$ cat src/rtl/cpu_defs_pkg.sv
// Shared CPU definitions: fetch widths, reset vector and the opcode
// field position that decode also relies on.
package cpu_defs;
  localparam int AWIDTH = 12;
  localparam int DWIDTH = 16;
  localparam logic [AWIDTH-1:0] RESET_VECTOR = 12'h000;
  localparam int OPC_MSB = 15;
  localparam int OPC_LSB = 12;

  typedef logic [OPC_MSB-OPC_LSB:0] opcode_t;

  function automatic opcode_t opcode(input logic [DWIDTH-1:0] w);
    return w[OPC_MSB:OPC_LSB];
  endfunction
endpackage

$ cat src/rtl/fetch_fifo.sv
// Two-entry fetch buffer; head is a register so outputs stay glitch-free.
// Flush beats push and pop; count feeds the fetch credit check.
module fetch_fifo #(
  parameter int W = 28
) (
  input  logic         clk,
  input  logic         rst,
  input  logic         push,
  input  logic         pop,
  input  logic         flush,
  input  logic [W-1:0] din,
  output logic [W-1:0] head,
  output logic [1:0]   count
);
  logic [W-1:0] tail;
  logic         do_pop;
  logic         do_push;

  assign do_pop  = pop && (count != 2'd0);
  assign do_push = push && ((count != 2'd2) || do_pop);

  always_ff @(posedge clk) begin
    if (rst) begin
      count <= 2'd0;
      head  <= '0;
      tail  <= '0;
    end else if (flush) begin
      count <= 2'd0;
    end else begin
      unique case ({do_push, do_pop})
        2'b10: begin
          if (count == 2'd0) head <= din;
          else tail <= din;
          count <= count + 2'd1;
        end
        2'b01: begin
          head  <= tail;
          count <= count - 2'd1;
        end
        2'b11: begin
          if (count == 2'd1) begin
            head <= din;
          end else begin
            head <= tail;
            tail <= din;
          end
        end
        default: ;
      endcase
    end
  end
endmodule

$ cat src/rtl/fetch_unit.sv
// Instruction fetch stage: PC, ROM issue, 2-entry buffer, redirect/flush.
// Optional bubble counter port stall_cnt enabled by FETCH_STALL_CNT_EN.
module fetch_unit #(
  parameter int AWIDTH = cpu_defs::AWIDTH,
  parameter int DWIDTH = cpu_defs::DWIDTH,
  parameter logic [AWIDTH-1:0] RESET_VECTOR = cpu_defs::RESET_VECTOR
) (
  input  logic              clk,
  input  logic              rst,
  input  logic              en_in,
  output logic              rom_en,
  output logic [AWIDTH-1:0] rom_addr,
  input  logic [DWIDTH-1:0] rom_data,
  input  logic              redirect_valid,
  input  logic [AWIDTH-1:0] redirect_addr,
  output logic              inst_valid,
  output logic [DWIDTH-1:0] inst,
  output logic [AWIDTH-1:0] inst_pc,
  input  logic              inst_ready
`ifdef FETCH_STALL_CNT_EN
  ,
  output logic [31:0]       stall_cnt
`endif
);
  localparam int W = AWIDTH + DWIDTH;

  logic [AWIDTH-1:0] pc;
  logic [AWIDTH-1:0] if_pc;
  logic              inflight;
  logic              kill;
  logic              pop;
  logic              push;
  logic              issue;
  logic [1:0]        count;
  logic [2:0]        credit;
  logic [W-1:0]      head;

  assign pop    = inst_valid && inst_ready;
  assign credit = {1'b0, count} + {2'b0, inflight};
  // a redirect empties everything, so it never needs credit
  assign issue  = !rst && en_in &&
                  (redirect_valid || (credit < 3'd2 + {2'b0, pop}));
  assign rom_en   = issue;
  assign rom_addr = (issue && redirect_valid) ? redirect_addr : pc;
  assign push     = inflight && !kill && !redirect_valid;

  fetch_fifo #(.W(W)) u_fifo (
    .clk   (clk),
    .rst   (rst),
    .push  (push),
    .pop   (pop),
    .flush (redirect_valid),
    .din   ({rom_data, if_pc}),
    .head  (head),
    .count (count)
  );

  assign inst_valid     = (count != 2'd0);
  assign {inst, inst_pc} = head;

  always_ff @(posedge clk) begin
    if (rst) begin
      pc       <= RESET_VECTOR;
      if_pc    <= '0;
      inflight <= 1'b0;
      kill     <= 1'b1;
    end else begin
      kill     <= 1'b0;
      inflight <= issue;
      if (issue) if_pc <= rom_addr;
      if (redirect_valid)
        pc <= en_in ? redirect_addr + AWIDTH'(1) : redirect_addr;
      else if (issue)
        pc <= pc + AWIDTH'(1);
    end
  end

`ifdef FETCH_STALL_CNT_EN
  always_ff @(posedge clk) begin
    if (rst) stall_cnt <= '0;
    else if (en_in && !inst_valid) stall_cnt <= stall_cnt + 32'd1;
  end
`endif
endmodule

$ cat config.mk
export PLATFORM = sky130hd
export DESIGN_NAME = fetch_unit
export DESIGN_NICKNAME = d
export VERILOG_FILES = /design/src/rtl/cpu_defs_pkg.sv /design/src/rtl/fetch_fifo.sv /design/src/rtl/fetch_unit.sv
export SDC_FILE = /design/constraint.sdc
export NUM_CORES = 1
export LEC_CHECK = 0
export BUFFER_PORTS_ARGS = -buffer_cell sky130_fd_sc_hd__buf_2
export CAP_MARGIN = 15
export CORE_ASPECT_RATIO = 0.9
export CORE_MARGIN = 5
export CORE_UTILIZATION = 30
export DETAILED_ROUTE_END_ITERATION = 16
export GPL_TIMING_DRIVEN = 1
export PLACE_DENSITY = 0.53
export SLEW_MARGIN = 25
export SYNTH_ARGS = -nofsm -noshare
export SYNTH_HDL_FRONTEND = slang
export SYNTH_HIERARCHICAL = 1
export SYNTH_SLANG_ARGS = --single-unit
$ cat constraint.sdc
create_clock -name clk -period 3.95 [get_ports clk]
set_input_delay 0.395 -clock clk [delete_from_list [all_inputs] [get_ports clk]]
set_output_delay 0.395 -clock clk [all_outputs]
set_load 0.005 [all_outputs]
; ---- Yosys cells after proc, flatten, opt, wreduce, memory -nomap -nowiden
; Cells that the tools add are included.
[word_totals]
latchBits = 0
register_bits = 84
mem_bits_rw = 0
memories = 0
out_inout_bits = 42
romBits = 0
[classes]
addsub = 6
reduce_logical = 22
n_bitwise = 1
order_cmp = 1
n_div = 0
shifts = 0
mux = 12
mul = 0
eq_ne = 8
[op_table]
columns = op, count
row1 = $mux W28, 4
row2 = $pmux W28 S3, 1
row3 = $pmux W28 S2, 1
row4 = $mux W12, 4
row5 = $add A12 B1 Y12 const B, 2
row6 = $logic_and A1 B1 Y1, 8
row7 = $reduce_bool A2 Y1, 4
row8 = $ne A2 B2 Y1 const B, 3
row9 = $eq A2 B1 Y1 const B, 2
row10 = $eq A2 B2 Y1 const B, 2
row11 = $pmux W2 S2, 1
row12 = $reduce_and A4 Y1, 1
row13 = $add A2 B1 Y3, 1
row14 = $add A2 B1 Y3 const A, 1
row15 = $logic_not A1 Y1, 3
row16 = $lt A3 B3 Y1, 1
row17 = $reduce_and A3 Y1, 1
row18 = $reduce_bool A3 Y1, 1
row19 = $add A2 B1 Y2 const B, 1
row20 = $logic_not A2 Y1, 1
row21 = $logic_or A1 B1 Y1, 2
row22 = $ne A2 B1 Y1 const B, 1
row23 = $reduce_or A2 Y1, 1
row24 = $sub A2 B1 Y2 const B, 1
row25 = 2 further kinds, 2

; ---- Depth between registers and ports, before layout
; Gate-level depths: netlist (run 1).
[depth]
ltp_word = 8
ltp_mapped = 10

; ---- By module
; Netlist (run 1), hierarchy kept.
[modules_own_cells]
columns = module, cells_each, seq_area_each_um2, area_per_inst_um2, instances
row1 = fetch_fifo, 271, 1161.1, 2536.2, 1
row2 = fetch_unit, 213, 520.5, 1686.6, 1

; ---- Worst setup path after synthesis (run 1)
; Ideal clock, no wire load.
[synth_path]
path_type = input to register
start = in redirect_valid
end = reg u_fifo.head[13]
setup_time_ps = 88
required_time_ps = 3862
arrival_time_ps = 1959
path_buffers = 5
cell_stages = 10
path_slack_ps = 1903
cell_sequence = clkbuf_1 buf_1 nor3b_1 buf_4 nand3b_2 a21oi_4 buf_6 buf_4 nor2_1 a311oi_2
[synth_between]
elab_chain_cells = 6
elab_cells_between_ends = 11
classes_between = 4 x eq/ne / 1 x mux / 1 x bitwise / 5 x reduce/logical
[synth_lines]
columns = item, line
row1 = start: declaration, fetch_unit.sv:14  ; input logic redirect_valid,
row2 = $logic_not A1 Y1 (*), fetch_unit.sv:45  ; assign push = inflight && !kill && !redirect_valid;
row3 = $logic_and A1 B1 Y1 (*), fetch_unit.sv:45
row4 = named net push, fetch_unit.sv:32  ; logic push;
row5 = $logic_and A1 B1 Y1 (*), fetch_fifo.sv:20  ; assign do_push = push && ((count != 2'd2) || do_pop);
row6 = $eq A2 B2 Y1 or $eq A2 B1 Y1 (tied branches), fetch_fifo.sv:30  ; unique case ({do_push, do_pop})
row7 = $ne A2 B1 Y1 (no line) or $reduce_bool A3 Y1 (tied branches), --
row8 = $reduce_and A3 Y1 (no line), --
row9 = end signal: assignment, fetch_fifo.sv:32  ; if (count == 2'd0) head <= din;
row10 = end signal: assignment, fetch_fifo.sv:37  ; head <= tail;
row11 = end signal: assignment, fetch_fifo.sv:42  ; head <= din;
row12 = end: declaration, fetch_fifo.sv:12  ; output logic [W-1:0] head,
; Mark *: on every way through the listed nets, which the timed path passes. The rest lies on a longest branch.
; A chain may end at the register's enable or synchronous reset.

; ---- Final worst setup path (run 1)
[layout_path]
start = reg u_fifo.count[0]
end = out rom_en
[layout_between]
elab_chain_cells = 6
elab_cells_between_ends = 7
classes_between = 2 x add/sub / 1 x order compare / 4 x reduce/logical
[layout_lines]
columns = item, line
row1 = start: declaration, fetch_fifo.sv:13  ; output logic [1:0] count
row2 = start signal: assignment, fetch_fifo.sv:34  ; count <= count + 2'd1;
row3 = start signal: assignment, fetch_fifo.sv:38  ; count <= count - 2'd1;
row4 = $reduce_bool A2 Y1, fetch_unit.sv:58  ; assign inst_valid = (count != 2'd0);
row5 = $logic_and A1 B1 Y1, fetch_unit.sv:38  ; assign pop = inst_valid && inst_ready;
row6 = $add A2 B1 Y3, fetch_unit.sv:42  ; (redirect_valid || (credit < 3'd2 + {2'b0, pop}));
row7 = $lt A3 B3 Y1 (*), fetch_unit.sv:42
row8 = $logic_or A1 B1 Y1 (*), fetch_unit.sv:42
row9 = $logic_and A1 B1 Y1 (*), fetch_unit.sv:41  ; assign issue = !rst && en_in &&
row10 = end: declaration, fetch_unit.sv:11  ; output logic rom_en,
; Every way passes the cells marked *; elsewhere a longest branch is shown, timed or not.

==> results.json, run 1 <==
{
  "core_area_um2": 13900,
  "die_w_um": 135.1,
  "power.leakage_nw": 2.059,
  "regToRegStartpoint": "u_fifo/count[0]",
  "pin_count": 75,
  "fp.dieH_um": 122.6,
  "status": "finished clean",
  "power_density_nw_per_um2": 390.6,
  "viasPerCell": 4.959,
  "worstPathArrival_ps": 2350,
  "start_kind": "flip-flop",
  "period_share_pct": 69.42,
  "post_cts_buffers": 0,
  "ctsRootBufferMaster": "clkbuf_16",
  "synth_cell_types": 46,
  "design_area_um2": 4931,
  "ys_ff_latch": 84,
  "crit_path_end_kind": "primary output",
  "syn_inst": 484,
  "cpMostUsedCell": "ha_1",
  "die_area_um2": 16550,
  "vias": 3640,
  "cap_violations": 0,
  "period_needed_ps": 2742,
  "wl_per_cell_um": 14.63,
  "path_clk_slew_ps": 60,
  "max_freq_mhz": 364.7,
  "final_common_cell": "nand2_1",
  "skew_ps": 8.939,
  "ant_nets": 0,
  "num_rows": 41,
  "start_util_pct": 30.38,
  "hold_violations": 0,
  "worstPathMaxFanout": 21,
  "clockBufferDepth": 2,
  "drive_above_1_share_pct": 21.63,
  "antenna_found_initial": 0,
  "relSlewSlack_pct": 33.05,
  "setup-tns-final_ps": 0,
  "dpl-instance-area_um2": 4642,
  "grt_max_degree": 84,
  "dpl.hpwl_um": 7513,
  "dr.pass1.iters": 4,
  "min_path_type": "primary input to flip-flop",
  "syn_area_um2": 4223,
  "grt_pass1_wl_um": 17510,
  "min_from": "rom_data[0]",
  "clock_latency_ps": 330,
  "max_stage_delay_ps": 570,
  "yosysWarnings": 6,
  "io_buffer_count": 74,
  "timing.hold.ws_ps": 313.6,
  "worstPathCellList": "ha_1 > ha_1 > o21a_1 > o21ai_0 > buf_4 > buf_2",
  "total_power_mw": 1.926,
  "syn_nets": 524,
  "grt_overflow": 0,
  "drc": 0,
  "cts_tree": "built",
  "slew_viol_final": 0,
  "antenna_cells": 0,
  "ir_worst_vdd_mv": 0.2796,
  "clock_sinks": 84,
  "final_cell_mix": "99 x nand2_1, 84 x dfxtp_1, 74 x buf_2, 60 x nor2_1, 33 x a311oi_1",
  "hold_depth": 3,
  "gp_congestion": 0.8296,
  "critPathKind": "flip-flop to primary output",
  "area_growth_pct": 16.77,
  "finalWirelength_um": 10740,
  "grt_pass1_vias": 3479,
  "critPathRequiredTime_ps": 3560,
  "hold_path_end": "u_fifo/tail[12]",
  "final_nets": 577,
  "rr_worst_depth": 6,
  "cts_made_buffers": 9,
  "tightest_slew_ps": 1004,
  "finalSetupViolations": 0,
  "synth-seq-area-share_pct": 39.82,
  "r2r_slack_ps": 1470,
  "grt_usage_pct": 12.90,
  "crit_path_top_delay_cell": "o21a_1",
  "drt-initial-drc-count": 254,
  "htreeDepth": 3,
  "cts.repair.resized": 0,
  "rsz0062_at_grt": "no",
  "hold_buffers": 0,
  "reg2reg_to": "pc[8]",
  "avgSynthCellArea_um2": 8.725
}
[routing by layer]
| layer | vias to the layer above | wire [um] | share of wire (%) | global-route usage, % |
|---|---|---|---|---|
| met2 | 77 | 4838 | 45 | 20.47 |
| met3 | 20 | 486 | 4.5 | 3.156 |
| met1 | 1684 | 5154 | 48 | 17.05 |
| met5 | - | 0 | 0 | 0 |
| li1 | 1859 | - | - | - |
| met4 | 0 | 261 | 2.4 | 4.912 |
[through the flow]
step	worst slack [ps]	utilization (%)	cells
6_report	1208	35.47	734
3_3_place_gp	1461	33.36	719
3_5_place_dp	1439	33.39	719
2_1_floorplan	1903	-	484
5_1_grt	1030	35.47	734
4_1_cts	1208	35.47	734
[where the power goes]
| part | total, mW | switching (mW) | internal (mW) |
|---|---|---|---|
| Combinational | 0.201 | 0.119 | 0.0818 |
| Sequential | 0.906 | 0.0283 | 0.878 |
| Clock | 0.819 | 0.333 | 0.486 |
[synthesized netlist by cell type (all sizes together)]
cell type / n / area, um^2
o21a: 1 / 7.510
a21oi: 7 / 57.55
ha: 7 / 87.58
nand4: 6 / 37.54
a211oi: 15 / 112.6
xnor2: 3 / 26.28
clkbuf: 14 / 52.55
a2111oi: 2 / 17.52
xor2: 4 / 35.03
nand3b: 1 / 11.26
nand2: 100 / 377.9
or2: 2 / 12.51
o21ai: 9 / 45.04
a31o: 1 / 8.760
and4: 2 / 17.52
nand3: 9 / 50.05
o31ai: 4 / 30.03
or3: 3 / 18.77
a21o: 2 / 15.01
nor2: 60 / 225.2
o41a: 1 / 11.26
a221oi: 1 / 15.01
a31oi: 6 / 37.54
or4: 3 / 22.52
nor3b: 2 / 26.28
nand2b: 4 / 32.53
nor2b: 3 / 18.77
buf: 23 / 186.4
mux2i: 31 / 310.3
dfxtp: 84 / 1682
nor4: 8 / 50.05
o31a: 10 / 87.58
nor3: 3 / 15.01
and2: 2 / 12.51
a311oi: 43 / 439.2
inv: 8 / 30.03
[worst max-delay path by stage]
stage | end | start | slack (ps) | cells past startpoint
floorplan | u_fifo/head[13] | redirect_valid | 1900 | 10
global placement | u_fifo/tail[26] | redirect_valid | 1460 | 6
detailed placement | u_fifo/tail[18] | redirect_valid | 1440 | 6
CTS | rom_en | u_fifo/count[0] | 1210 | 6
global route | rom_en | u_fifo/count[0] | 1030 | 6
finish | rom_en | u_fifo/count[0] | 1210 | 6
[worst max-delay path, delay by kind of cell, from the launching register on]
family          cells  cell delay [ps]
compound gates      2              780
fa+ha+maj           2              520
flops               1              360
buf+inv             2              360
[cell type report]
| type | count | area, um^2 |
|---|---|---|
| multi-input combinational | 355 | 2281 |
| clock inverter | 6 | 63.81 |
| tap | 193 | 241.5 |
| clock buffer | 9 | 225.2 |
| timing repair buffer | 79 | 407.9 |
| inverter | 8 | 30.03 |
| sequential | 84 | 1682 |
| fill | 1451 | 8971 |
[registers in the layout, summed over array words and instances, names as in the netlist]
name          flops
u_fifo/head      28
kill              1
u_fifo/count      2
inflight          1
if_pc            12
pc               12
u_fifo/tail      28
[logic make-up after synthesis]
kind of cell | share of synthesized area (%)
buf+inv | 6.370
fa+ha+maj | 2.074
mux | 7.348
flops | 39.82
xor+xnor | 1.452
simple gates | 21.99
compound gates | 20.95
No activity file was read; power rests on OpenSTA's default activity.
==> run 2, diff against run 1 <==
--- a/config.mk
+++ b/config.mk
@@ -12,7 +12,7 @@
 export CORE_UTILIZATION = 30
 export DETAILED_ROUTE_END_ITERATION = 16
 export GPL_TIMING_DRIVEN = 1
-export PLACE_DENSITY = 0.53
+export PLACE_DENSITY = 0.55
 export SLEW_MARGIN = 25
 export SYNTH_ARGS = -nofsm -noshare
 export SYNTH_HDL_FRONTEND = slang
==> constraint.sdc (replaced) <==
create_clock -name clk -period 2.5 [get_ports clk]
set_input_delay 0.25 -clock clk [delete_from_list [all_inputs] [get_ports clk]]
set_output_delay 0.25 -clock clk [all_outputs]
set_load 0.005 [all_outputs]
==> run 2 against run 1 <==
Against the previous run:
- wire length rose by 1.9%
- hold slack worse by 160 ps
- sequential power up 58%
- critical path depth up 1
- critical endpoint unchanged
- largest power group is now clock
- largest cell class unchanged
- clock skew decreased by 2.3 ps
- global-route usage grew 0.32 points
==> results.json, run 2 (synthesized netlist as in run 1, its figures left out) <==
{
  "status": "finished clean",
  "final_cell_mix": "99 x nand2_1, 84 x dfxtp_1, 74 x buf_2, 60 x nor2_1, 33 x a311oi_1",
  "gp_congestion": 0.8421,
  "worstPathArrival_ps": 2000,
  "grt_pass1_vias": 3512,
  "top_regs": "u_fifo/head: 28 flops, u_fifo/tail: 28 flops",
  "viasPerCell": 5.031,
  "grt_usage_pct": 13.22,
  "power.leakage_nw": 2.126,
  "pin_count": 75,
  "final_common_cell": "nand2_1",
  "use_met1_pct": 18.35,
  "min_from": "rom_data[4]",
  "fp.dieH_um": 122.6,
  "area_growth_pct": 19.91,
  "hold_violations": 0,
  "rsz0062_at_grt": "no",
  "grt.met3_usage_pct": 2.418,
  "grt_max_degree": 84,
  "critPathLaunch": "u_fifo/count[0]",
  "min_path_type": "primary input to flip-flop",
  "dr.pass1.iters": 4,
  "fin_util_pct": 36.42,
  "grt_pass1_wl_um": 17670,
  "start_util_pct": 30.38,
  "htreeDepth": 3,
  "critPathRequiredTime_ps": 2250,
  "core_area_um2": 13900,
  "max_freq_mhz": 445.0,
  "grt_overflow": 0,
  "drive_above_1_share_pct": 22.59,
  "clockBufferDepth": 2,
  "worstPathMaxFanout": 21,
  "grt_use_met2_pct": 20.25,
  "setup_slack_ps": 252.8,
  "period_share_pct": 89.89,
  "die_w_um": 135.1,
  "ctsRootBufferMaster": "clkbuf_16",
  "ir_worst_vdd_mv": 0.3315,
  "drt-initial-drc-count": 253,
  "post_cts_buffers": 0,
  "cts.repair.resized": 0,
  "finalSetupViolations": 0,
  "num_rows": 41,
  "wl_per_cell_um": 14.75,
  "power_density_nw_per_um2": 652.4,
  "cap_violations": 0,
  "period_needed_ps": 2247,
  "fill_cells": 1425,
  "vias": 3733,
  "cts_tree": "built",
  "critPathKind": "flip-flop to primary output",
  "antenna_found_initial": 0,
  "cts_made_buffers": 9,
  "die_area_um2": 16550,
  "regToRegStartpoint": "u_fifo/count[0]",
  "finalWirelength_um": 10950,
  "dp_slack_ps": 521.8,
  "dp.cells": 726,
  "start_kind": "flip-flop",
  "top_usage_layer": "met2",
  "slew_viol_final": 0,
  "ant_nets": 0,
  "path_clk_slew_ps": 70,
  "hold_buffers": 0,
  "finalNonFillerCells": 742,
  "total_power_mw": 3.303,
  "antenna_cells": 0,
  "crit_path_end_kind": "primary output",
  "final_nets": 584,
  "tightest_slew_ps": 935.5,
  "drc": 0,
  "io_buffer_count": 74,
  "dpl.hpwl_um": 7564,
  "skew_ps": 6.619,
  "relSlewSlack_pct": 37.63,
  "clock_latency_ps": 340,
  "setup-tns-final_ps": 0,
  "clock_sinks": 84
}
==> run 2: cell type report <==
| class | count | area [um^2] | area share (%) |
|---|---|---|---|
| Inverter | 8 | 30.03 | 0.5930 |
| Clock buffer | 9 | 225.2 | 4.448 |
| Clock inverter | 7 | 122.6 | 2.422 |
| Tap cell | 193 | 241.5 | 4.769 |
| Multi-Input combinational cell | 355 | 2277 | 44.97 |
| Sequential cell | 84 | 1682 | 33.21 |
| Timing Repair Buffer | 86 | 485.5 | 9.587 |
==> run 2: stage by stage <==
step	instance area (um^2)	hold WS, ps
2_1_floorplan	4223	277.7
3_3_place_gp	4716	461.2
3_5_place_dp	4716	472.8
4_1_cts	5064	148.1
5_1_grt	5064	159.2
6_report	5064	154.6
==> run 2: path summary, 6_finish.rpt <==
kind | slack [ps] | cells after the start | to
worst max-delay path | 250 | 7 | rom_en
worst max register to register | 510 | 6 | pc[8]
worst min register to register | 470 | 2 | u_fifo/head[24]
worst min-delay path | 150 | 3 | u_fifo/tail[16]
==> run 2: critical path, cell delays in order, from the launching register on <==
cell and delay [ps]:
dfxtp_1 360, ha_1 200, ha_1 280, o21a_1 110, buf_4 190, o21ai_0 170
buf_4 210, buf_2 130
==> run 2: report_power, final <==
part / switching (mW) / internal, mW / leakage, nW
clock: 0.569 / 0.981 / 0.162
combinational: 0.188 / 0.133 / 1.28
sequential: 0.0455 / 1.39 / 0.684
total: 0.802 / 2.50 / 2.13
==> run 2: metal layers <==
metal	routed length (um)	share of wire, %	vias up
li1	-	-	1875
met1	5268	48	1757
met2	5002	46	87
met3	484	4.4	14
met4	192	1.8	0
met5	0	0	-
